File: src/rtl/aes_feeder_pkg.sv
// Shared types and constants for the AES byte feeder.
package aes_feeder_pkg;

  localparam int unsigned BLK_BYTES = 16;
  localparam int unsigned BYTE_W    = 8;
  localparam int unsigned BLK_W     = BLK_BYTES * BYTE_W;
  localparam int unsigned WD_W      = 16;

  typedef enum logic [2:0] {
    IDLE,
    CRST,
    LOAD,
    WAIT,
    SKIP,
    COLL,
    HOLD
  } feeder_state_t;

endpackage

File: src/rtl/aes_feeder_shreg.sv
// 128-bit loadable register that shifts left one byte per enabled cycle.
// byte_out is the top byte; byte_in enters at the bottom. Load wins over shift.
import aes_feeder_pkg::*;

module aes_feeder_shreg (
  input  logic              clk,
  input  logic              rst,
  input  logic              load,
  input  logic [BLK_W-1:0]  load_val,
  input  logic              shift,
  input  logic [BYTE_W-1:0] byte_in,
  output logic [BLK_W-1:0]  q,
  output logic [BYTE_W-1:0] byte_out
);

  // Load, or shift one byte towards the MSB end.
  always_ff @(posedge clk or negedge rst) begin
    if (!rst) begin
      q <= '0;
    end else if (load) begin
      q <= load_val;
    end else if (shift) begin
      q <= {q[BLK_W-BYTE_W-1:0], byte_in};
    end
  end

  assign byte_out = q[BLK_W-1 -: BYTE_W];

endmodule

File: src/rtl/aes_byte_feeder.sv
// Feeds one key/plaintext pair byte-wise into the 8-bit serial AES core and
// gathers the 16 ciphertext bytes into a 128-bit result.
// Optional: AES_FEEDER_TIMEOUT_EN adds a WAIT watchdog and an err output.
import aes_feeder_pkg::*;

module aes_byte_feeder #(
  parameter int unsigned CRST_CYC = 2,
  parameter int unsigned CAP_DLY  = 1
) (
  input  logic         clk,
  input  logic         rst,
  input  logic         in_valid,
  output logic         in_ready,
  input  logic [127:0] in_key,
  input  logic [127:0] in_data,
  output logic         out_valid,
  input  logic         out_ready,
  output logic [127:0] out_data,
  output logic         busy,
  output logic         core_rst,
  output logic [7:0]   core_key,
  output logic [7:0]   core_din,
  input  logic [7:0]   core_dout,
  input  logic         core_data_valid
`ifdef AES_FEEDER_TIMEOUT_EN
  ,
  output logic         err
`endif
);

  feeder_state_t     state, nstate;
  logic [3:0]        cnt, ncnt;
  logic              accept;
  logic              timeout;
  logic              wd_expired;
  logic [BYTE_W-1:0] key_byte, din_byte, dout_q;
  logic [BLK_W-1:0]  unused_key_q, unused_din_q;
  logic [BYTE_W-1:0] unused_res_byte;

  aes_feeder_shreg u_key_sh (
    .clk      (clk),
    .rst      (rst),
    .load     (accept),
    .load_val (in_key),
    .shift    (nstate == LOAD),
    .byte_in  ('0),
    .q        (unused_key_q),
    .byte_out (key_byte)
  );

  aes_feeder_shreg u_din_sh (
    .clk      (clk),
    .rst      (rst),
    .load     (accept),
    .load_val (in_data),
    .shift    (nstate == LOAD),
    .byte_in  ('0),
    .q        (unused_din_q),
    .byte_out (din_byte)
  );

  // Cleared on acceptance so no byte of a previous result survives; a
  // watchdog expiry also clears it so HOLD presents zero.
  aes_feeder_shreg u_res_sh (
    .clk      (clk),
    .rst      (rst),
    .load     (accept || timeout),
    .load_val ('0),
    .shift    (state == COLL),
    .byte_in  (dout_q),
    .q        (out_data),
    .byte_out (unused_res_byte)
  );

`ifdef AES_FEEDER_TIMEOUT_EN
  logic [WD_W-1:0] wd;

  // Watchdog counts consecutive WAIT cycles.
  always_ff @(posedge clk or negedge rst) begin
    if (!rst)                wd <= '0;
    else if (state == WAIT)  wd <= wd + 1'b1;
    else                     wd <= '0;
  end

  // Error flag set on expiry, cleared when the result handshake completes.
  always_ff @(posedge clk or negedge rst) begin
    if (!rst)                             err <= 1'b0;
    else if (timeout)                     err <= 1'b1;
    else if (state == HOLD && out_ready)  err <= 1'b0;
  end

  assign wd_expired = (wd == '1);
`else
  assign wd_expired = 1'b0;
`endif

  // Next-state and counter logic.
  // core_dout is registered into dout_q, so COLL consumes the byte that was on
  // the bus one cycle earlier: with CAP_DLY = 0 the byte seen alongside
  // core_data_valid in WAIT is the first one captured, and SKIP lasting
  // CAP_DLY cycles lines COLL up with the first valid byte.
  always_comb begin
    nstate  = state;
    ncnt    = cnt;
    accept  = 1'b0;
    timeout = 1'b0;
    case (state)
      IDLE: begin
        if (in_valid && in_ready) begin
          accept = 1'b1;
          nstate = CRST;
          ncnt   = 4'(CRST_CYC - 1);
        end
      end
      CRST: begin
        if (cnt == '0) begin
          nstate = LOAD;
          ncnt   = '0;
        end else begin
          ncnt = cnt - 4'd1;
        end
      end
      LOAD: begin
        ncnt = cnt + 4'd1;
        if (cnt == 4'(BLK_BYTES - 1)) nstate = WAIT;
      end
      WAIT: begin
        if (core_data_valid) begin
          if (CAP_DLY > 0) begin
            nstate = SKIP;
            ncnt   = 4'(CAP_DLY - 1);
          end else begin
            nstate = COLL;
            ncnt   = '0;
          end
        end else if (wd_expired) begin
          nstate  = HOLD;
          timeout = 1'b1;
        end
      end
      SKIP: begin
        if (cnt == '0) begin
          nstate = COLL;
          ncnt   = '0;
        end else begin
          ncnt = cnt - 4'd1;
        end
      end
      COLL: begin
        ncnt = cnt + 4'd1;
        if (cnt == 4'(BLK_BYTES - 1)) nstate = HOLD;
      end
      HOLD: begin
        if (out_ready) nstate = IDLE;
      end
      default: nstate = IDLE;
    endcase
  end

  // State register plus flopped outputs decoded from the next state.
  always_ff @(posedge clk or negedge rst) begin
    if (!rst) begin
      state     <= IDLE;
      cnt       <= '0;
      core_rst  <= 1'b1;
      in_ready  <= 1'b1;
      busy      <= 1'b0;
      out_valid <= 1'b0;
      core_key  <= '0;
      core_din  <= '0;
      dout_q    <= '0;
    end else begin
      state     <= nstate;
      cnt       <= ncnt;
      core_rst  <= (nstate == IDLE) || (nstate == CRST) || (nstate == HOLD);
      in_ready  <= (nstate == IDLE);
      busy      <= (nstate != IDLE);
      out_valid <= (nstate == HOLD);
      core_key  <= (nstate == LOAD) ? key_byte : '0;
      core_din  <= (nstate == LOAD) ? din_byte : '0;
      dout_q    <= core_dout;
    end
  end

endmodule
File: config.mk
export PLATFORM = sky130hd
export DESIGN_NAME = aes_byte_feeder
export DESIGN_NICKNAME = d
export VERILOG_FILES = /design/src/rtl/aes_feeder_pkg.sv /design/src/rtl/aes_feeder_shreg.sv /design/src/rtl/aes_byte_feeder.sv
export SDC_FILE = /design/constraint.sdc
export NUM_CORES = 1
export LEC_CHECK = 0
export BUFFER_PORTS_ARGS = -buffer_cell sky130_fd_sc_hd__buf_2
export CAP_MARGIN = 10
export CELL_PAD_IN_SITES_DETAIL_PLACEMENT = 1
export CELL_PAD_IN_SITES_GLOBAL_PLACEMENT = 1
export CORE_MARGIN = 3
export CORE_UTILIZATION = 44
export DETAILED_ROUTE_END_ITERATION = 12
export PLACE_DENSITY_LB_ADDON = 0.25
export SYNTH_ARGS = -nofsm -noshare
export SYNTH_HDL_FRONTEND = slang
export SYNTH_SLANG_ARGS = --single-unit
File: constraint.sdc
create_clock -name clk -period 5.19 [get_ports clk]
set_clock_uncertainty 0.05 [all_clocks]
set_input_delay 1.038 -clock clk [delete_from_list [all_inputs] [get_ports clk]]
set_output_delay 1.038 -clock clk [all_outputs]
set_load 0.02 [all_outputs]
==> metrics.txt <==
Largest delay share family, worst path=compound AO/OA/AOI/OAI gates; PD cells=675 nW/µm²; WHS=0.406 ns; CTS tree=done; First DRT Iteration DRCs=roughly 1100; TritonCTS buffer count=47; Reg area=about 10000 µm²; largest cells by area after synthesis=dfrtp_1 (55%), a21oi_2 (12%), nand2_1 (10%), a21oi_1 (9.0%), nor2_1 (4.8%); syn_nets=2320; die extent in x=around 210 µm; post-synthesis cell type count=between 40 and 50; Buf/Inv on CP=2; antenna-violating nets left=0; most frequent CP cell=a21oi_1; drt pass-1 iters=5; CP Cell Sequence=inv_1, ha_1, nor3b_1, a32o_2, o221a_4, buf_12, a21oi_1, a21oi_1; post-route setup TNS=0 ns; most common cell after layout, fill and taps aside=nand2_1; Max-slew headroom=0.259; layout cells sized above 1=0.331; Peak VDD IR=between 0.3 and 0.4 mV; Final Hold Vio Count=0; clock-pin slew on the worst setup and hold paths=0.06 ns; vias=15900; total gr overflow=0; post-CTS setup buffer count=0; Max Slew Vio Count=0; Clock Path Buffers=3; Final Cycle Share=0.642; first-pass GRT wire length=92300 µm; I/O pins=417; fillers=4982; top-area cell type share of the netlist area=0.550; GPL Wtd Cong=0.846; Die ar.=45700 µm²; Pleak=10.9 nW; number of hold buffers added after cts=0; initial antenna violation count=25; Top FF cell, synth=dfrtp_1; status=finished clean; initial core utilization=0.449; Mapped Area=19000 µm²; CP Data Arrival Time=around 3.8 ns; num rows=75; leading area contributor after synthesis=dfrtp_1; FF+latch count, synth=419; Die H=~210 µm; Ys Warns=0; crit path launch type=flop; Syn Area/Cell=slightly above 9 µm²; RSZ-0062 raised after global routing=false; post-synthesis instance total=2049; root buffer cell=clkbuf_16; total global routing track utilization=0.254; most frequent cells in the layout=nand2_1 (529), dfrtp_1 (417), buf_2 (415), a21oi_1 (341), a21oi_2 (270); post-cts sizing count=0; MaxCap Viol Count=0; CP max stage cell=o221a_4; Seq/Total Area, Yosys=0.552; drt drc=0; ys async rst share=1.00; vias in the first global route=17200; largest net degree at the start of global routing=~160; Least-Margin Pin Slew=around 1.1 ns; Largest stage delay, worst path=0.85 ns; PortBufs=416; CP Capture Type=flop; Fmax=0.300 GHz; DR vias/cell=5.31; Crit Path Max Fanout=about 60; CTS sink count=~420; WP data required=5.63 ns; number of synthesized flops with an enable pin=0; WL per Instance=19.7 µm; multi-input logic area=7560 µm²; Post-Route WL=59200 µm; Worst-Skew Late Latency=between 0.5 and 0.6 ns; CORE AREA=42300 µm²; H-tree Lvls=2; Final setup viols=0; Hold WC Path Type=input port to async pin; minimum clock period=3.33 ns; nets@finish=~2700; placed wire-length estimate=39600 µm; Setup Crit Path Kind=flop to flop; Area growth syn-to-layout=20.7%
## cell usage after synthesis, drive strengths merged (2+ instances only)
master,number
a32oi,2
a221oi,5
a21boi,2
nand2,529
dfrtp,417
clkbuf,61
nor2,243
a21oi,611
and2,16
nor2b,3
and3,3
nand3,3
o21ai,21
inv,9
or3,3
nor3,4
a32o,2
ha,2
buf,98
dfstp,2
## registers in the layout, indices dropped and copies added, names as in the netlist
register / cells
state: 3
cnt: 4
u_key_sh.q: 128
u_din_sh.q: 128
core_rst: 1
in_ready: 1
u_res_sh.q: 128
dout_q: 8
core_key: 8
out_valid: 1
core_din: 8
busy: 1
## cell type report
class / count / share of cell area
tap: 577 / 0.0315
timing repair buffer: 443 / 0.109
sequential: 419 / 0.458
antenna: 14 / 0.00153
inverter: 9 / 0.00147
clock buffer: 67 / 0.0621
clock inverter: 11 / 0.00704
multi-input combinational: 1462 / 0.330
## report_power, final
part | switching, W | total, W | internal [W]
Clock | 0.00135 | 0.00344 | 0.00209
Sequential | 0.00108 | 0.00586 | 0.00478
Combinational | 0.00388 | 0.00618 | 0.00230
## routing by layer
metal	track usage	wire length (µm)
met1	0.313	24300
met4	0.0873	1720
met5	0	167
met3	0.0661	3670
met2	0.437	29400
## stage by stage
step	cell area (µm²)	utilization	setup WS, ns	std cells	power [W]
5_1_grt	22900	0.541	1.72	2995	0.0166
3_5_place_dp	21300	0.503	1.75	2910	0.0121
4_1_cts	22900	0.541	1.88	2988	0.0156
3_3_place_gp	21300	0.503	1.82	2910	0.0117
6_report	22900	0.541	1.86	3002	0.0155
2_1_floorplan	19000	-	2.76	2049	0.0104
## final timing paths
check / cells past startpoint / startpoint / slack, ns / endpoint
max: 8 / cnt[0] / 1.86 / u_din_sh.q[127]
min: 1 / rst / 0.41 / u_res_sh.q[21]
max reg2reg: 8 / cnt[0] / 1.86 / u_din_sh.q[127]
min reg2reg: 1 / u_key_sh.q[124] / 0.43 / core_key[4]
max in group asynchronous: 2 / rst / 3.36 / cnt[0]
min in group clk: 1 / u_key_sh.q[124] / 0.43 / core_key[4]
## kinds of logic after synthesis
| group | synth area share |
|---|---|
| AO/OA/AOI/OAI | 0.229 |
| XOR/XNOR | 0.000461 |
| adder cells (fa/ha/maj) | 0.00132 |
| AND/OR/NAND/NOR | 0.165 |
| buffers and inverters | 0.0517 |
| flip-flops | 0.552 |
(Power assumes the default switching activity.)
